### config.mk
export PLATFORM = sky130hd
export DESIGN_NAME = mux_rr_arbiter
export DESIGN_NICKNAME = d
export VERILOG_FILES = /design/src/rtl/mux_arb_pkg.sv /design/src/rtl/mux_out_reg.sv /design/src/rtl/mux_rr_arbiter.sv
export SDC_FILE = /design/constraint.sdc
export NUM_CORES = 1
export LEC_CHECK = 0
export ABC_CLOCK_PERIOD_IN_PS = 2600
export CELL_PAD_IN_SITES_DETAIL_PLACEMENT = 1
export CELL_PAD_IN_SITES_GLOBAL_PLACEMENT = 2
export CORE_UTILIZATION = 28
export DETAILED_ROUTE_END_ITERATION = 12
export PLACE_DENSITY = 0.75
export SKIP_CTS_REPAIR_TIMING = 1
export SLEW_MARGIN = 10
export SYNTH_ARGS = -nofsm -noshare
export SYNTH_HDL_FRONTEND = slang
export SYNTH_HIERARCHICAL = 1
export SYNTH_SLANG_ARGS = --single-unit
### constraint.sdc
create_clock -name clk -period 2.6 [get_ports clk]
set_clock_uncertainty 0.05 [all_clocks]
set_input_delay 0.52 -clock clk [delete_from_list [all_inputs] [get_ports clk]]
set_output_delay 0.52 -clock clk [all_outputs]
set_load 0.01 [all_outputs]
### src/rtl/mux_arb_pkg.sv
// Shared types and constants for the two-port round-robin mux arbiter.
package mux_arb_pkg;

  typedef enum logic [1:0] {
    IDLE = 2'd0,
    GNT0 = 2'd1,
    GNT1 = 2'd2
  } arb_state_t;

  localparam logic SEL_I0 = 1'b0;
  localparam logic SEL_I1 = 1'b1;

  localparam int CNT_W = 8;

  // Grant state that corresponds to a given port number.
  function automatic arb_state_t gnt_of(input logic port);
    return port ? GNT1 : GNT0;
  endfunction

endpackage

### src/rtl/mux_out_reg.sv
// Valid/ready output register holding one muxed beat for the downstream sink.
module mux_out_reg #(
  parameter int WIDTH = 8
) (
  input  logic             clk,
  input  logic             rst,
  input  logic             acc,
  input  logic [WIDTH-1:0] d,
  input  logic             ready_i,
  output logic             valid_o,
  output logic [WIDTH-1:0] data_o
);

  // Load on accept, otherwise drop the beat once the sink has taken it.
  always_ff @(posedge clk or posedge rst) begin
    if (rst) begin
      valid_o <= 1'b0;
      data_o  <= '0;
    end else if (acc) begin
      valid_o <= 1'b1;
      data_o  <= d;
    end else if (valid_o && ready_i) begin
      valid_o <= 1'b0;
    end
  end

endmodule

### src/rtl/mux_rr_arbiter.sv
// Two-requester round-robin arbiter with a beat quantum, driving a 2:1 mux
// into a registered valid/ready output stage.
module mux_rr_arbiter
  import mux_arb_pkg::*;
#(
  parameter int WIDTH   = 8,
  parameter int QUANTUM = 4
) (
  input  logic             clk,
  input  logic             rst,
  input  logic             req0_i,
  input  logic [WIDTH-1:0] data0_i,
  output logic             ready0_o,
  input  logic             req1_i,
  input  logic [WIDTH-1:0] data1_i,
  output logic             ready1_o,
  output logic             sel_o,
  output logic             valid_o,
  output logic [WIDTH-1:0] data_o,
  input  logic             ready_i
);

  // Count value of the last beat a grant may take while the other side waits.
  localparam logic [CNT_W-1:0] CNT_LAST = CNT_W'(QUANTUM - 1);

  arb_state_t       state;
  arb_state_t       state_nxt;
  arb_state_t       oth_gnt;
  logic             ptr;
  logic [CNT_W-1:0] cnt;
  logic [CNT_W-1:0] cnt_nxt;
  logic             room;
  logic             acc;
  logic             own_req;
  logic             oth_req;
  logic [WIDTH-1:0] mux_d;

  // The output stage can take a beat when empty or draining this cycle.
  assign room     = !valid_o || ready_i;
  assign ready0_o = (state == GNT0) && room;
  assign ready1_o = (state == GNT1) && room;
  assign acc      = (req0_i && ready0_o) || (req1_i && ready1_o);
  assign mux_d    = (sel_o == SEL_I1) ? data1_i : data0_i;

  // Next grant and beat count; any change of owner restarts the count.
  always_comb begin
    state_nxt = state;
    cnt_nxt   = cnt;
    own_req   = (state == GNT1) ? req1_i : req0_i;
    oth_req   = (state == GNT1) ? req0_i : req1_i;
    oth_gnt   = (state == GNT1) ? GNT0 : GNT1;
    case (state)
      IDLE: begin
        if (req0_i && req1_i) state_nxt = gnt_of(ptr);
        else if (req0_i)      state_nxt = GNT0;
        else if (req1_i)      state_nxt = GNT1;
      end
      GNT0, GNT1: begin
        if (!own_req) begin
          state_nxt = oth_req ? oth_gnt : IDLE;
        end else if (acc && (cnt == CNT_LAST)) begin
          if (oth_req) state_nxt = oth_gnt;
          else         cnt_nxt   = '0;
        end else if (acc) begin
          cnt_nxt = cnt + CNT_W'(1);
        end
      end
      default: state_nxt = IDLE;
    endcase
    if (state_nxt != state) cnt_nxt = '0;
  end

  // Grant state, tie-break pointer and mux select; select holds through IDLE.
  always_ff @(posedge clk or posedge rst) begin
    if (rst) begin
      state <= IDLE;
      cnt   <= '0;
      ptr   <= 1'b0;
      sel_o <= SEL_I0;
    end else begin
      state <= state_nxt;
      cnt   <= cnt_nxt;
      if (state_nxt == GNT0) begin
        ptr   <= 1'b1;
        sel_o <= SEL_I0;
      end else if (state_nxt == GNT1) begin
        ptr   <= 1'b0;
        sel_o <= SEL_I1;
      end
    end
  end

  mux_out_reg #(
    .WIDTH (WIDTH)
  ) u_out (
    .clk     (clk),
    .rst     (rst),
    .acc     (acc),
    .d       (mux_d),
    .ready_i (ready_i),
    .valid_o (valid_o),
    .data_o  (data_o)
  );

endmodule

Word-level counts from Yosys, hierarchy flattened
Cells that the tools add are included.
{"block": "word_totals", "ff_bits": 21, "in_bits": 21, "out_inout_bits": 12, "wordCells": 57}
{"block": "op_classes", "n_addsub": 1, "eq_ne": 7, "mux": 25, "reduce_logical": 18}
{"cell": "$mux W8", "n": 7}
{"cell": "$mux W2", "n": 9}
{"cell": "$add A8 B1 Y8 const B", "n": 1}
{"cell": "$eq A8 B2 Y1 const B", "n": 1}
{"cell": "$mux W1", "n": 8}
{"cell": "$reduce_bool A2 Y1", "n": 4}
{"cell": "$logic_and A1 B1 Y1", "n": 7}
{"cell": "$eq A2 B1 Y1 const B", "n": 2}
{"cell": "$eq A2 B2 Y1 const B", "n": 2}
{"cell": "$pmux W2 S2", "n": 1}
{"cell": "$reduce_and A4 Y1", "n": 1}
{"cell": "$ne A3 B2 Y1 const B", "n": 1}
{"cell": "$reduce_bool A3 Y1", "n": 1}
{"cell": "$logic_not A2 Y1", "n": 1}
{"cell": "$logic_or A1 B1 Y1", "n": 2}
{"cell": "$ne A2 B2 Y1", "n": 1}
{"cell": "$reduce_or A2 Y1", "n": 1}
{"cell": "$logic_not A1 Y1", "n": 1}

Depth between registers and ports, before layout
{"block": "depth", "ltp_word": 12, "mapped_depth": 11, "depth_no_buf": 10}

Modules after synthesis
The synthesis kept the hierarchy.
{"mod": "mux_rr_arbiter", "n_inst": 1, "cells_per_inst": 127, "area_per_inst_um2": 1107.3, "seq_area_each_um2": 300.3}
{"mod": "mux_out_reg", "n_inst": 1, "cells_per_inst": 21, "area_per_inst_um2": 372.9, "seq_area_each_um2": 225.2}

Worst setup path before layout
No wires, ideal clock.
{"block": "synth_timing", "path_kind": "reg-to-reg", "start": "register cnt[0]", "end": "register ptr", "setup_ns": 0.125, "arrival_time_ns": 2.495, "required_time_ns": 2.425, "setup_slack_ns": -0.069, "path_stages_with_launch": 9, "n_path_buf": 0, "synth_period_minus_slack_ns": 2.669, "path_cell_list": "dfrtp_1 -> ha_1 -> or4b_4 -> nor4_1 -> nor3_1 -> o31ai_1 -> o21ai_1 -> ha_1 -> mux2_2"}
{"block": "synth_via", "elab_chain_len": 7, "word_cells_on_any_way": 9, "cone_classes": "eq/ne (3); mux (4); reduce/logical (2)"}
{"element": "start: declaration", "line_no": "mux_rr_arbiter.sv:30", "source": "logic [CNT_W-1:0] cnt;"}
{"element": "start signal: assignment", "line_no": "mux_rr_arbiter.sv:82", "source": "cnt <= cnt_nxt;"}
{"element": "$eq A8 B2 Y1 (*)", "line_no": "mux_rr_arbiter.sv:61", "source": "end else if (acc && (cnt == CNT_LAST)) begin"}
{"element": "$logic_and A1 B1 Y1 (*)", "line_no": "mux_rr_arbiter.sv:61"}
{"element": "$mux W2 (*)", "line_no": "mux_rr_arbiter.sv:61"}
{"element": "$mux W2 (*)", "line_no": "mux_rr_arbiter.sv:59", "source": "if (!own_req) begin"}
{"element": "$pmux W2 S2 (*)", "line_no": "mux_rr_arbiter.sv:52", "source": "case (state)"}
{"element": "named net state_nxt[0]", "line_no": "mux_rr_arbiter.sv:27", "source": "arb_state_t state_nxt;"}
{"element": "$eq A2 B1 Y1 / $eq A2 B2 Y1 (equally long branches)", "line_no": "mux_rr_arbiter.sv:83, mux_rr_arbiter.sv:86"}
{"element": "$mux W1 / $reduce_bool A2 Y1 (equally long branches)"}
{"element": "end signal: assignment", "line_no": "mux_rr_arbiter.sv:78", "source": "ptr <= 1'b0;"}
{"element": "end signal: assignment", "line_no": "mux_rr_arbiter.sv:84", "source": "ptr <= 1'b1;"}
{"element": "end signal: assignment", "line_no": "mux_rr_arbiter.sv:87", "source": "ptr <= 1'b0;"}
{"element": "end: declaration", "line_no": "mux_rr_arbiter.sv:29", "source": "logic ptr;"}
Mark *: on every way through the listed nets, which the timed path passes. The rest lies on a longest branch.
A chain may end at the register's enable or synchronous reset.

Worst setup path after layout
{"block": "layout_timing", "start": "register cnt[1]", "end": "register ptr"}
{"block": "layout_via", "elab_chain_len": 7, "word_cells_on_any_way": 9, "cone_classes": "eq/ne (3); mux (4); reduce/logical (2)"}
{"element": "$eq A8 B2 Y1 (*)", "line_no": "mux_rr_arbiter.sv:61"}
{"element": "$logic_and A1 B1 Y1 (*)", "line_no": "mux_rr_arbiter.sv:61"}
{"element": "$mux W2 (*)", "line_no": "mux_rr_arbiter.sv:61"}
{"element": "$mux W2 (*)", "line_no": "mux_rr_arbiter.sv:59"}
{"element": "$pmux W2 S2 (*)", "line_no": "mux_rr_arbiter.sv:52"}
{"element": "$eq A2 B1 Y1 / $eq A2 B2 Y1 (equally long branches)", "line_no": "mux_rr_arbiter.sv:83, mux_rr_arbiter.sv:86"}
{"element": "$mux W1 / $reduce_bool A2 Y1 (equally long branches)"}
Mark *: on every way between the ends. The rest lies on a longest branch, timed or not.

==> results.md <==
- Area Overhead vs Synth: 45.2%
- DIE HEIGHT: 74.7 um
- Actual slew at the worst max-slew pin: 1050 ps
- Mapped Area: 0.00148 sq mm
- Clock Latency Late Sink: ~260 ps
- WL final: about 4200 um
- Worst hold-check path type: reg2reg
- Syn_nets: around 180
- CP startpoint kind: flip-flop
- Final WS setup: -62.0 ps
- Highest clock rate: 376 MHz
- Hold_sp: u_out/data_o[2]
- CTS HTree Levels: 1
- Cell Rows: 26
- Area of the die: around 0.0056 sq mm
- Final #Nets: between 200 and 250
- CTS buffer count: 3
- Clock sinks: 21
- Non-filler instance count after layout: between 200 and 300
- Post-synthesis async set-or-reset flop share: 1.00
- Post-Route Utilization: 0.421
- Worst Setup SP: cnt[1]
- Largest net degree at the start of global routing: 14
- Post-DR vias/cell: about 4.9
- Clock Tree Buf Depth: 2
- CP Capture Type: flip-flop
- Leak: between 0.9 and 1 nW
- DRC: 0
- Avg WL per Cell: around 15 um
- TritonCTS clock tree: yes
- Gr ovfl total: 0
- Post-synthesis sequential area ratio: 0.355
- Final setup viols: 2
- Worst Hold Slack: ~470 ps
- Violated checks: setup timing
- Vias in the first global route: about 1500
- GP Congestion: 0.805
- Die X: 74.7 um
- Clock Tree Root: clkbuf_8
- Status: finished, violations left
- EDFF count, synth: 0
- IR drop worst, VDD: 0.410 mV
- First-pass GRT wire length: 6910 um
- Port Buffers: 32
- HPWL after DPL: between 3000 and 4000 um
- Final instance area: about 0.0021 sq mm
- Placed Cells: about 270
- Num ports: 33
- Worst Path Arrival: 2760 ps
- Max-cap violation count: 0
- YS warnings: 6
- CP max-delay cell: or4b_4
- Max FO, Critical Path: 2
- Pwr/cell area: ~930 mW/mm^2
- Tcrit/Tclk final: 1.02
- Yosys reg bits: 21
- Slowest Stage Delay on Critical Path: roughly 500 ps
- Placeable Area: roughly 0.005 sq mm
- WS Path Type: reg2reg
- ANT nets after route: 0
- Initial antenna violation count: 0
- Fin crit period: 2660 ps
- Number of distinct library cells after synthesis: between 40 and 50
- Pre-CTS setup slack: -282 ps
- Required time of the worst setup path: about 2700 ps
- Mean Syn Cell Area: around 10 sq um
- # diodes: 0
- Start of the worst register-to-register path: cnt[1]
- Fraction of layout instances using a drive strength above 1: 0.286
- Area post-placement: between 0.002 and 0.0025 sq mm
- Clk pin slew, worst setup/hold paths: 80 ps
- Max transition margin: 0.299
- GRT Total Usage: 0.164
- Crit path cell chain: ha_2, or4b_4, buf_6, o41ai_4, nor2_2, o31ai_2, ha_1, mux2_2
- 1st-iter DRT viols: between 60 and 70
- Prevailing post-synth register cell: dfrtp_1
- DRT Pass-1 Iters: 4
- Final Max Slew Viols: 0
- RSZ-0062 raised after global routing: true
- Mapped Cells: 148
- Final-report hold violation count: 0
- Initial Utilization: 0.290
- Total number of vias: between 1000 and 1500
[sequential cells by signal, indices dropped and copies added, names as in the netlist]
| name | flops |
|---|---|
| u_out/valid_o | 1 |
| u_out/data_o | 8 |
| sel_o | 1 |
| state | 2 |
| cnt | 8 |
| ptr | 1 |
[worst max-delay path: cells and delay by family, from the launching register on]
family	cells	cell delay, ps
compound gates	2	640
simple gates	2	600
fa+ha+maj	2	470
flops	1	360
mux	1	280
buf+inv	1	150
[kinds of logic after synthesis]
| kind of cell | Yosys count | synth area share |
|---|---|---|
| xor+xnor | 5 | 0.0296 |
| buf+inv | 11 | 0.0330 |
| fa+ha+maj | 6 | 0.0507 |
| compound gates | 28 | 0.150 |
| simple gates | 57 | 0.211 |
| mux | 20 | 0.170 |
| flops | 21 | 0.355 |
[final timing paths]
check                                   to  slack (ps)  cells past startpoint
min reg2reg                u_out/data_o[2]         470                      1
max reg2reg                            ptr         -60                      8
max in group asynchronous           cnt[1]        1640                      2
max                                    ptr         -60                      8
min                        u_out/data_o[2]         470                      1
min in group asynchronous  u_out/data_o[5]         490                      2
[per-stage QoR]
| step | setup TNS [ps] | power, W |
|---|---|---|
| after CTS | -212 | 0.00199 |
| after global routing | -683 | 0.00214 |
| after global placement | -407 | 0.00171 |
| final | -88.3 | 0.00200 |
| after detailed placement | -888 | 0.00176 |
| after floorplan | 0 | 0.00122 |
[area by class of cell]
class                           count  area, sq um
Inverter                            6         22.5
Multi-Input combinational cell    116          942
Tap cell                           70         87.6
Clock buffer                        4         45.0
Timing Repair Buffer               59          527
Sequential cell                    21          526
Fill cell                         598         2960
[cells in the mapped netlist (5+ instances only)]
cell     count  area [sq um]
mux2_2       9           101
nor2b_1      6          37.5
inv_1        6          22.5
and2_1       6          37.5
dfrtp_1     21           526
nor2_1      10          37.5
nor3_1      11          55.1
nand2_1      9          33.8
ha_1         6          75.1
mux2_4       8           120
o21ai_0      5          25.0
[report_power, final]
| group | internal [W] | switching [W] |
|---|---|---|
| sequential | 0.000433 | 0.0000970 |
| clock | 0.000109 | 0.000106 |
| combinational | 0.000693 | 0.000562 |
| total | 0.00124 | 0.000765 |
[metal layers]
layer / vias up / part of all wire / global-route usage
li1: 657 / - / -
met1: 665 / 0.44 / 0.205
met2: 37 / 0.50 / 0.282
met3: 6 / 0.048 / 0.0321
met4: 0 / 0.0098 / 0.0545
met5: - / 0 / 0
[cells in the final DEF (no fill, tap or decap), drive strengths merged, types with 2 or more instances in the layout]
cell / Yosys / routed
a211oi: 2 / 2
o31ai: 4 / 4
nor2: 10 / 10
nor2b: 6 / 6
xnor2: 3 / 3
or4: 2 / 2
o21ai: 6 / 6
or4b: 2 / 2
nand2: 9 / 9
buf: 1 / 27
nand2b: 2 / 2
nand4: 3 / 3
mux2i: 3 / 3
nor3: 11 / 11
xor2: 2 / 2
a21oi: 3 / 3
inv: 6 / 6
dfrtp: 21 / 21
clkbuf: 4 / 4
and2: 6 / 6
clkdlybuf4s50: 0 / 32
mux2: 17 / 17
ha: 6 / 6
nand3: 2 / 2
a22oi: 3 / 3
or3: 2 / 2
No activity file was read; power rests on OpenSTA's default activity.
